$ cat src/rtl/map_ss_seq_if.sv
// map_ss_seq_if: host command, mapper save-state port and state-buffer signals of the sequencer
interface map_ss_seq_if;
    logic       cmd_save;
    logic       cmd_load;
    logic       busy;
    logic       done;
    logic       err;
    logic       ss_act;
    logic       ss_we;
    logic [7:0] ss_addr;
    logic [7:0] ss_wdat;
    logic [7:0] ss_rdat;
    logic [7:0] mem_addr;
    logic       mem_we;
    logic [7:0] mem_wdat;
    logic [7:0] mem_rdat;
    modport master (
        input  cmd_save, cmd_load, ss_rdat, mem_rdat,
        output busy, done, err, ss_act, ss_we, ss_addr, ss_wdat, mem_addr, mem_we, mem_wdat
    );
    modport slave (
        output cmd_save, cmd_load, ss_rdat, mem_rdat,
        input  busy, done, err, ss_act, ss_we, ss_addr, ss_wdat, mem_addr, mem_we, mem_wdat
    );
endinterface

$ cat src/rtl/map_ss_seq.sv
// map_ss_seq: walks a mapper's save-state window, copying registers to a byte buffer (save)
// or restoring them after checking the stored mapper id (load).
module map_ss_seq #(
    parameter int         REG_CNT = 3,
    parameter logic [7:0] MAP_IDX = 8'd58,
    parameter int         SETTLE  = 2
) (
    input  logic         clk,
    input  logic         map_rst,
    map_ss_seq_if.master bus
);
    typedef enum logic [2:0] {IDLE, SV_ADDR, SV_CAP, LD_IDRD, LD_IDCHK, LD_RD, LD_WR, DONE} state_t;
    localparam logic [7:0] LAST  = 8'(REG_CNT - 1);
    localparam logic [7:0] ID_IX = 8'd127;
    localparam logic [2:0] SLAST = 3'(SETTLE - 1);
    state_t     state_q, state_d;
    logic [7:0] idx_q, idx_d, idx_nx;
    logic [2:0] cnt_q, cnt_d;
    logic       err_q, err_d;
    // the id slot follows the last mapper register directly
    assign idx_nx = idx_q == LAST ? ID_IX : idx_q + 8'd1;
    always_ff @(posedge clk or posedge map_rst) begin
        if (map_rst) begin
            state_q <= IDLE;
            idx_q   <= '0;
            cnt_q   <= '0;
            err_q   <= 1'b0;
        end else begin
            state_q <= state_d;
            idx_q   <= idx_d;
            cnt_q   <= cnt_d;
            err_q   <= err_d;
        end
    end
    always_comb begin
        state_d      = state_q;
        idx_d        = idx_q;
        cnt_d        = cnt_q;
        err_d        = err_q;
        bus.busy     = state_q != IDLE;
        bus.done     = state_q == DONE;
        bus.err      = err_q;
        bus.ss_act   = state_q != IDLE && state_q != DONE;
        bus.ss_we    = 1'b0;
        bus.ss_addr  = '0;
        bus.ss_wdat  = '0;
        bus.mem_addr = '0;
        bus.mem_we   = 1'b0;
        bus.mem_wdat = '0;
        case (state_q)
            IDLE: begin
                if (bus.cmd_save) begin
                    state_d = SV_ADDR;
                    idx_d   = '0;
                    cnt_d   = '0;
                    err_d   = 1'b0;
                end else if (bus.cmd_load) begin
                    state_d = LD_IDRD;
                    err_d   = 1'b0;
                end
            end
            SV_ADDR: begin
                bus.ss_addr = idx_q;
                cnt_d       = cnt_q == SLAST ? 3'd0 : cnt_q + 3'd1;
                state_d     = cnt_q == SLAST ? SV_CAP : SV_ADDR;
            end
            SV_CAP: begin
                bus.ss_addr  = idx_q;
                bus.mem_we   = 1'b1;
                bus.mem_addr = idx_q;
                bus.mem_wdat = bus.ss_rdat;
                state_d      = idx_q == ID_IX ? DONE : SV_ADDR;
                idx_d        = idx_q == ID_IX ? idx_q : idx_nx;
            end
            LD_IDRD: begin
                bus.mem_addr = ID_IX;
                state_d      = LD_IDCHK;
            end
            LD_IDCHK: begin
                bus.mem_addr = ID_IX;
                err_d        = bus.mem_rdat != MAP_IDX;
                state_d      = bus.mem_rdat != MAP_IDX ? DONE : LD_RD;
                idx_d        = '0;
            end
            LD_RD: begin
                bus.mem_addr = idx_q;
                state_d      = LD_WR;
            end
            LD_WR: begin
                bus.mem_addr = idx_q;
                bus.ss_addr  = idx_q;
                bus.ss_wdat  = bus.mem_rdat;
                bus.ss_we    = 1'b1;
                state_d      = idx_q == LAST ? DONE : LD_RD;
                idx_d        = idx_q == LAST ? idx_q : idx_nx;
            end
            DONE:    state_d = IDLE;
            default: state_d = IDLE;
        endcase
    end
endmodule

$ cat src/flat_wrapper.sv
// flat-port wrapper written by rule: the top's interface ports become plain ports
module map_ss_seq_flat 
#(
    parameter int         REG_CNT = 3,
    parameter logic [7:0] MAP_IDX = 8'd58,
    parameter int         SETTLE  = 2
)
  (clk, map_rst, bus_cmd_save, bus_cmd_load, bus_ss_rdat, bus_mem_rdat, bus_busy, bus_done, bus_err, bus_ss_act, bus_ss_we, bus_ss_addr, bus_ss_wdat, bus_mem_addr, bus_mem_we, bus_mem_wdat);
  map_ss_seq_if bus_i ();
  input  logic clk;
  input  logic map_rst;
  input wire logic [$bits(bus_i.cmd_save)-1:0] bus_cmd_save;
  input wire logic [$bits(bus_i.cmd_load)-1:0] bus_cmd_load;
  input wire logic [$bits(bus_i.ss_rdat)-1:0] bus_ss_rdat;
  input wire logic [$bits(bus_i.mem_rdat)-1:0] bus_mem_rdat;
  output wire logic [$bits(bus_i.busy)-1:0] bus_busy;
  output wire logic [$bits(bus_i.done)-1:0] bus_done;
  output wire logic [$bits(bus_i.err)-1:0] bus_err;
  output wire logic [$bits(bus_i.ss_act)-1:0] bus_ss_act;
  output wire logic [$bits(bus_i.ss_we)-1:0] bus_ss_we;
  output wire logic [$bits(bus_i.ss_addr)-1:0] bus_ss_addr;
  output wire logic [$bits(bus_i.ss_wdat)-1:0] bus_ss_wdat;
  output wire logic [$bits(bus_i.mem_addr)-1:0] bus_mem_addr;
  output wire logic [$bits(bus_i.mem_we)-1:0] bus_mem_we;
  output wire logic [$bits(bus_i.mem_wdat)-1:0] bus_mem_wdat;
  assign bus_i.cmd_save = bus_cmd_save;
  assign bus_i.cmd_load = bus_cmd_load;
  assign bus_i.ss_rdat = bus_ss_rdat;
  assign bus_i.mem_rdat = bus_mem_rdat;
  assign bus_busy = bus_i.busy;
  assign bus_done = bus_i.done;
  assign bus_err = bus_i.err;
  assign bus_ss_act = bus_i.ss_act;
  assign bus_ss_we = bus_i.ss_we;
  assign bus_ss_addr = bus_i.ss_addr;
  assign bus_ss_wdat = bus_i.ss_wdat;
  assign bus_mem_addr = bus_i.mem_addr;
  assign bus_mem_we = bus_i.mem_we;
  assign bus_mem_wdat = bus_i.mem_wdat;
  map_ss_seq #(.REG_CNT(REG_CNT), .MAP_IDX(MAP_IDX), .SETTLE(SETTLE)) u_core (.clk(clk), .map_rst(map_rst), .bus(bus_i));
endmodule
$ cat config.mk
export PLATFORM = sky130hd
export DESIGN_NAME = map_ss_seq_flat
export DESIGN_NICKNAME = d
export VERILOG_FILES = /design/src/rtl/map_ss_seq_if.sv /design/src/rtl/map_ss_seq.sv /design/src/flat_wrapper.sv
export SDC_FILE = /design/constraint.sdc
export NUM_CORES = 1
export LEC_CHECK = 0
export ABC_AREA = 1
export CAP_MARGIN = 20
export CORE_MARGIN = 2
export CORE_UTILIZATION = 43
export CTS_BUF_LIST = sky130_fd_sc_hd__clkbuf_4
export CTS_CLUSTER_SIZE = 10
export DETAILED_ROUTE_END_ITERATION = 12
export GPL_ROUTABILITY_DRIVEN = 0
export GPL_TIMING_DRIVEN = 0
export PLACE_DENSITY = 0.86
export SETUP_SLACK_MARGIN = 0.3
export SLEW_MARGIN = 25
export SYNTH_ARGS = -nofsm -noshare
export SYNTH_HDL_FRONTEND = slang
export SYNTH_SLANG_ARGS = --single-unit
$ cat constraint.sdc
create_clock -name clk -period 1.5 [get_ports clk]
set_input_delay 0.225 -clock clk [delete_from_list [all_inputs] [get_ports clk]]
set_output_delay 0.225 -clock clk [all_outputs]
set_load 0.01 [all_outputs]
After elaboration in Yosys (flattened, before gate mapping)

Cells that the tools add are included.

$add $sub $neg: 2
Equality and inequality tests: 16
Muxes and demuxes: 24
Reductions and logical operators: 12

Operators by type and width:

| operator                                      | count |
|---|---|
| two-way mux 8 bit                             | 7 |
| case mux 8 bit (4 select lines)               | 1 |
| case mux 3 bit (8 select lines)               | 1 |
| case mux 8 bit (2 select lines)               | 1 |
| two-way mux 3 bit                             | 5 |
| == test 3 bit, second input constant          | 4 |
| adder 8 x 1 -> 8 bit, second input constant   | 1 |
| == test 8 x 2 -> 1 bit, second input constant | 1 |
| == test 8 x 7 -> 1 bit, second input constant | 1 |
| != test 8 x 6 -> 1 bit, second input constant | 1 |
| == test 3 x 1 -> 1 bit, second input constant | 2 |
| == test 3 x 2 -> 1 bit, second input constant | 2 |
| two-way mux 2 bit                             | 3 |
| != test 2 bit, second input constant          | 3 |
| != test 3 bit, second input constant          | 2 |
| case mux 3 bit (2 select lines)               | 1 |
| OR reduction 3 bit                            | 2 |
| two-way mux 1 bit                             | 4 |
| AND reduction 2 bit                           | 2 |
| AND reduction 4 bit                           | 1 |
| nonzero test 2 bit                            | 2 |
| nonzero test 4 bit                            | 1 |
| adder 3 x 1 -> 3 bit, second input constant   | 1 |
| logical NOT 3 bit                             | 1 |
| other kinds (4)                               | 4 |

Register bits after elaboration: 15
Input bits: 20
Word-level logic and storage cells: 58

Depth between registers and ports, before layout

Depth after elaboration: 4
Mapped depth: 9

Worst setup path after synthesis

Ideal clock, no wire load.

Path kind: flip-flop to flip-flop
Start: register u_core.idx_q[1]
End: register u_core.idx_q[6]
Library setup time: 0.127 ns
Arrival: 1.242 ns
Slack: 0.131 ns
Stages on the path, launching flop included: 9
Buffers on the path: 1
Cells stage by stage: dfrtp_1 ha_1 nand3_1 inv_1 nand3_2 nand3_2 buf_6 nand2_1 o21ai_0

Word-level cells in the longest chain between the ends: 4
Elaborated cells on any way between the ends: 10

Ends and longest elaborated chain:

| what                                                           | line                               | text |
|---|---|---|
| from (decl)                                                    | map_ss_seq.sv:17                   | `logic [7:0] idx_q, idx_d, idx_nx;` |
| from (signal assigned)                                         | map_ss_seq.sv:30                   | `idx_q <= idx_d;` |
| adder 8 x 1 -> 8 bit or == test 8 x 2 -> 1 bit (tied branches) | map_ss_seq.sv:21, map_ss_seq.sv:95 |  |
| two-way mux 8 bit                                              | map_ss_seq.sv:21                   | `assign idx_nx = idx_q == LAST ? ID_IX : idx_q + 8'd1;` |
| two-way mux 8 bit, on equally long branches                    | map_ss_seq.sv:95, map_ss_seq.sv:73 |  |
| case mux 8 bit (4 select lines)                                | map_ss_seq.sv:50                   | `case (state_q)` |

Parallel ways exist; a longest one is shown, timed or not. The select of a mux whose other input is x is not followed.
A chain may end at the register's enable or synchronous reset.

Final worst setup path

Start: register u_core.state_q[0]
End: output bus_ss_wdat[1]

Word-level cells in the longest chain between the ends: 2

Ends and longest elaborated chain:

| what                   | line               | text |
|---|---|---|
| from (decl)            | map_ss_seq.sv:16   | `state_t state_q, state_d;` |
| from (signal assigned) | map_ss_seq.sv:29   | `state_q <= state_d;` |
| == test 3 bit          | map_ss_seq.sv:50   |  |
| two-way mux 8 bit      | map_ss_seq.sv:50   |  |
| to (decl)              | flat_wrapper.sv:22 | `output wire logic [$bits(bus_i.ss_wdat)-1:0] bus_ss_wdat;` |

Every way passes these cells.

==> implementation parameters <==
Parameter                              Value

Layout
  Fin nets ... 330
  Fill cell count ... 114
  Layout-stage area growth over the synthesis result ... 97.0%
  Proportion of layout cells with a drive suffix above 1 ... 51.1%
  Filler-free cell count of the finished design ... 338
  Area of the multi-input gates ... 1040 um^2
  FF+latch area ... 379 um^2
  Final core area utilization ... 89.5%
  Ant diodes ... 0

Global routing
  Number of antenna violations at the first check in global routing ... 0
  GRT Residual Overflow ... 0
  Maximum number of pins on one net before global-route repair ... 16
  Overall Global Routing Usage ... 29.0%
  Vias in the first global route ... 1709
  Global-route wire length before repair ... 7.60 mm

Timing
  Worst-case clock skew ... 0.00344 ns
  Unrepaired setup endpoints after global routing ... yes
  Final clock period utilization by the worst path ... 123%
  Relative max-transition margin ... 59.0%
  Highest clock rate ... 540 MHz
  Hold Fails Final Rpt ... 0
  Crit path setup slack, layout ... -0.350 ns
  # setup viols final ... 48
  Pin slew with the least headroom to its limit ... 0.615 ns
  Total count of max-transition violations in the final report ... 0
  Final period demand of the worst path ... 1.85 ns

Run status
  Failing checks ... setup timing
  Run status ... complete, but fails checks

Clocking
  CTS tree ... done
  Clock root buffer ... sky130_fd_sc_hd__clkbuf_4
  Maximum number of buffers from clock root to sink ... 2
  # H-tree levels ... 1
  Number of buffers created by CTS ... 3
  Worst-Skew Late Latency ... 0.30 ns
  Cts hold-fix bufs ... 0
  Post-CTS clock slew at the launch and capture registers of the worst setup and hold paths ... 0.10 ns
  Number of clock sinks ... 15

Floorplan
  Chip Width ... 58.0 um
  Core area ... 2760 um^2
  Boundary pin count ... 58
  Initial Util ... 45.4%
  DIE AREA ... 3360 um^2
  Vertical die dimension ... 58.0 um
  Number of standard-cell rows in the floorplan ... 19

Route
  Total Routed Length ... 5.74 mm
  Final ANT Viol Nets ... 0
  Routed wirelength normalized by instance count ... 17.0 um
  Post-detailed-route DRC marker count ... 0
  Average vias per placed instance ... 5.71
  Via total after detailed routing ... 1931
  Number of optimization iterations in the first detailed-route pass ... 4
  Number of DRC markers in iteration 0 ... 239

Setup path
  Largest stage delay on the critical path ... 0.44 ns
  Crit path launch ... u_core.state_q[0]$_DFFE_PP0P_
  Arrival time of the worst setup path ... 1.63 ns
  Critical Path RT ... 1.27 ns
  Chain of cells forming the critical path ... inv_2, nand2_4, nor2_4, clkinvlp_4, buf_6, nor2_2, buf_2
  Startpoint of the worst-slack reg-to-reg timing path ... u_core.state_q[2]$_DFFE_PP0P_
  Worst Path Class, Setup ... register to output port
  Critical-path maximum fanout ... 5
  Critical path launch point type ... register
  Worst-path cell with the longest stage delay ... sky130_fd_sc_hd__dfrtp_1
  Element type at the critical path end ... output port

Pwr
  Power density over the cells ... 1770 nW/um^2
  Leakage ... 0.00122 uW
  Peak supply drop ... 1920 uV

Synth
  Number of warnings reported in the yosys synthesis log ... 0
  Sequential cell area fraction in the yosys report ... 30.0%
  Number of distinct library cell variants in the gate-level netlist after synthesis ... 22
  Area of the mapped netlist ... 1250 um^2
  Synthesized area per cell ... 5.85 um^2
  Number of register bits inferred by synthesis ... 15
  Nets in the synthesized netlist ... 236
  Synthesized netlist cell count ... 214

Place
  IO buf count ... 57
  Total half-perimeter wirelength after legalization and detailed placement ... 2.62 mm
  Number of instances in the placed design ... 302

Min path
  Class of the tightest hold or removal check ... input pin to asynchronous set/reset pin

Job
  Count of maximum capacitance violations ... 0
worst max-delay path, delay by kind of cell (launching register included):
kind,cells,cell delay (ns)
and+or+nand+nor,3,0.33
DFF,1,0.44
buffers and inverters,4,0.56
metrics by stage:
stage          cell area, um^2  hold slack, ns  TNS (ns)  setup slack [ns]  power [uW]
6_report                  2470           0.288    -10.56            -0.350        4370
5_1_grt                   2470           0.359    -12.42            -0.362        4560
4_1_cts                   2250           0.338     -5.30            -0.219        3630
3_5_place_dp              2000           0.532    -10.94            -0.406        2760
3_3_place_gp              2000           0.523    -10.16            -0.376        2730
2_1_floorplan             1390           0.126         0             0.178        1940
cell usage in the layout (no fill, tap or decap), drive strengths merged:
master,count
xor2,3
buf,71
ha,2
nor2,51
a21oi,2
nand3b,1
nand2,54
clkdlybuf4s15,1
a31oi,1
o22ai,1
clkinvlp,1
clkbuf,4
nand3,16
nor3,2
clkdlybuf4s50,19
o21ai,21
dfrtp,15
inv,41
mux2i,1
kinds of logic (layout without fill, tap and decap cells):
family | Yosys count | after routing | share of synthesized area (%)
AO/OA/AOI/OAI | 25 | 25 | 10.2
XOR/XNOR | 3 | 3 | 2.10
adder cells (fa/ha/maj) | 2 | 2 | 2.00
buffers and inverters | 44 | 137 | 13.9
flip-flops | 15 | 15 | 30.0
multiplexers | 1 | 1 | 0.799
AND/OR/NAND/NOR | 124 | 124 | 41.1
final cells by class:
type	count	area share (%)
Clock buffer	4	1.22
Sequential cell	15	15.4
Buffer	2	0.659
Multi-Input combinational cell	155	42.1
Tap cell	31	1.57
Inverter	42	7.15
Timing Repair Buffer	89	31.9
final timing paths:
path,to,slack (ns),cells past startpoint
hold / removal,u_core.cnt_q[2]$_DFFE_PP0P_,0.29,2
max in group asynchronous,u_core.state_q[2]$_DFFE_PP0P_,0.78,2
hold reg to reg,u_core.cnt_q[0]$_DFFE_PP0P_,0.57,1
setup reg to reg,u_core.idx_q[2]$_DFFE_PP0P_,-0.23,10
setup / recovery,bus_ss_wdat[1],-0.35,7
min in group clk,u_core.cnt_q[0]$_DFFE_PP0P_,0.57,1
what timing repair did:
action | 4_1_cts | 5_1_grt
setup buffers | 23 | 8
cloned | 1 | 0
endpoints found under the setup margin | 51 | 53
pin swaps | 11 | 17
resized for setup | 208 | 44
layer usage:
metal	wire length, um	track usage [%]
met3	685	6.70
met4	242	9.30
met1	2100	36.4
met5	0	0
met2	2710	49.4
power by group:
part	switching (uW)	leakage, uW	internal [uW]
Clock	156	0.0000184	122
Sequential	165	0.000194	528
Combinational	1940	0.00101	1460
Total	2260	0.00122	2110
state kept, by name, summed over array words and instances, names as in the netlist:
signal and flops:
u_core.bus.err 1, u_core.cnt_q 3, u_core.idx_q 8, u_core.state_q 3
cell usage after synthesis (all sizes together):
master,number,area [um^2]
buf,2,16.3
dfrtp,15,375
mux2i,1,10.0
inv,42,158
o22ai,1,6.26
a21oi,2,10.0
a31oi,1,6.26
nor3,2,10.0
ha,2,25.0
nand3b,1,7.51
o21ai,21,105
nand2,54,205
xor2,3,26.3
nor2,51,201
nand3,16,90.1
Note: power is estimated with default switching activity, not from simulation.
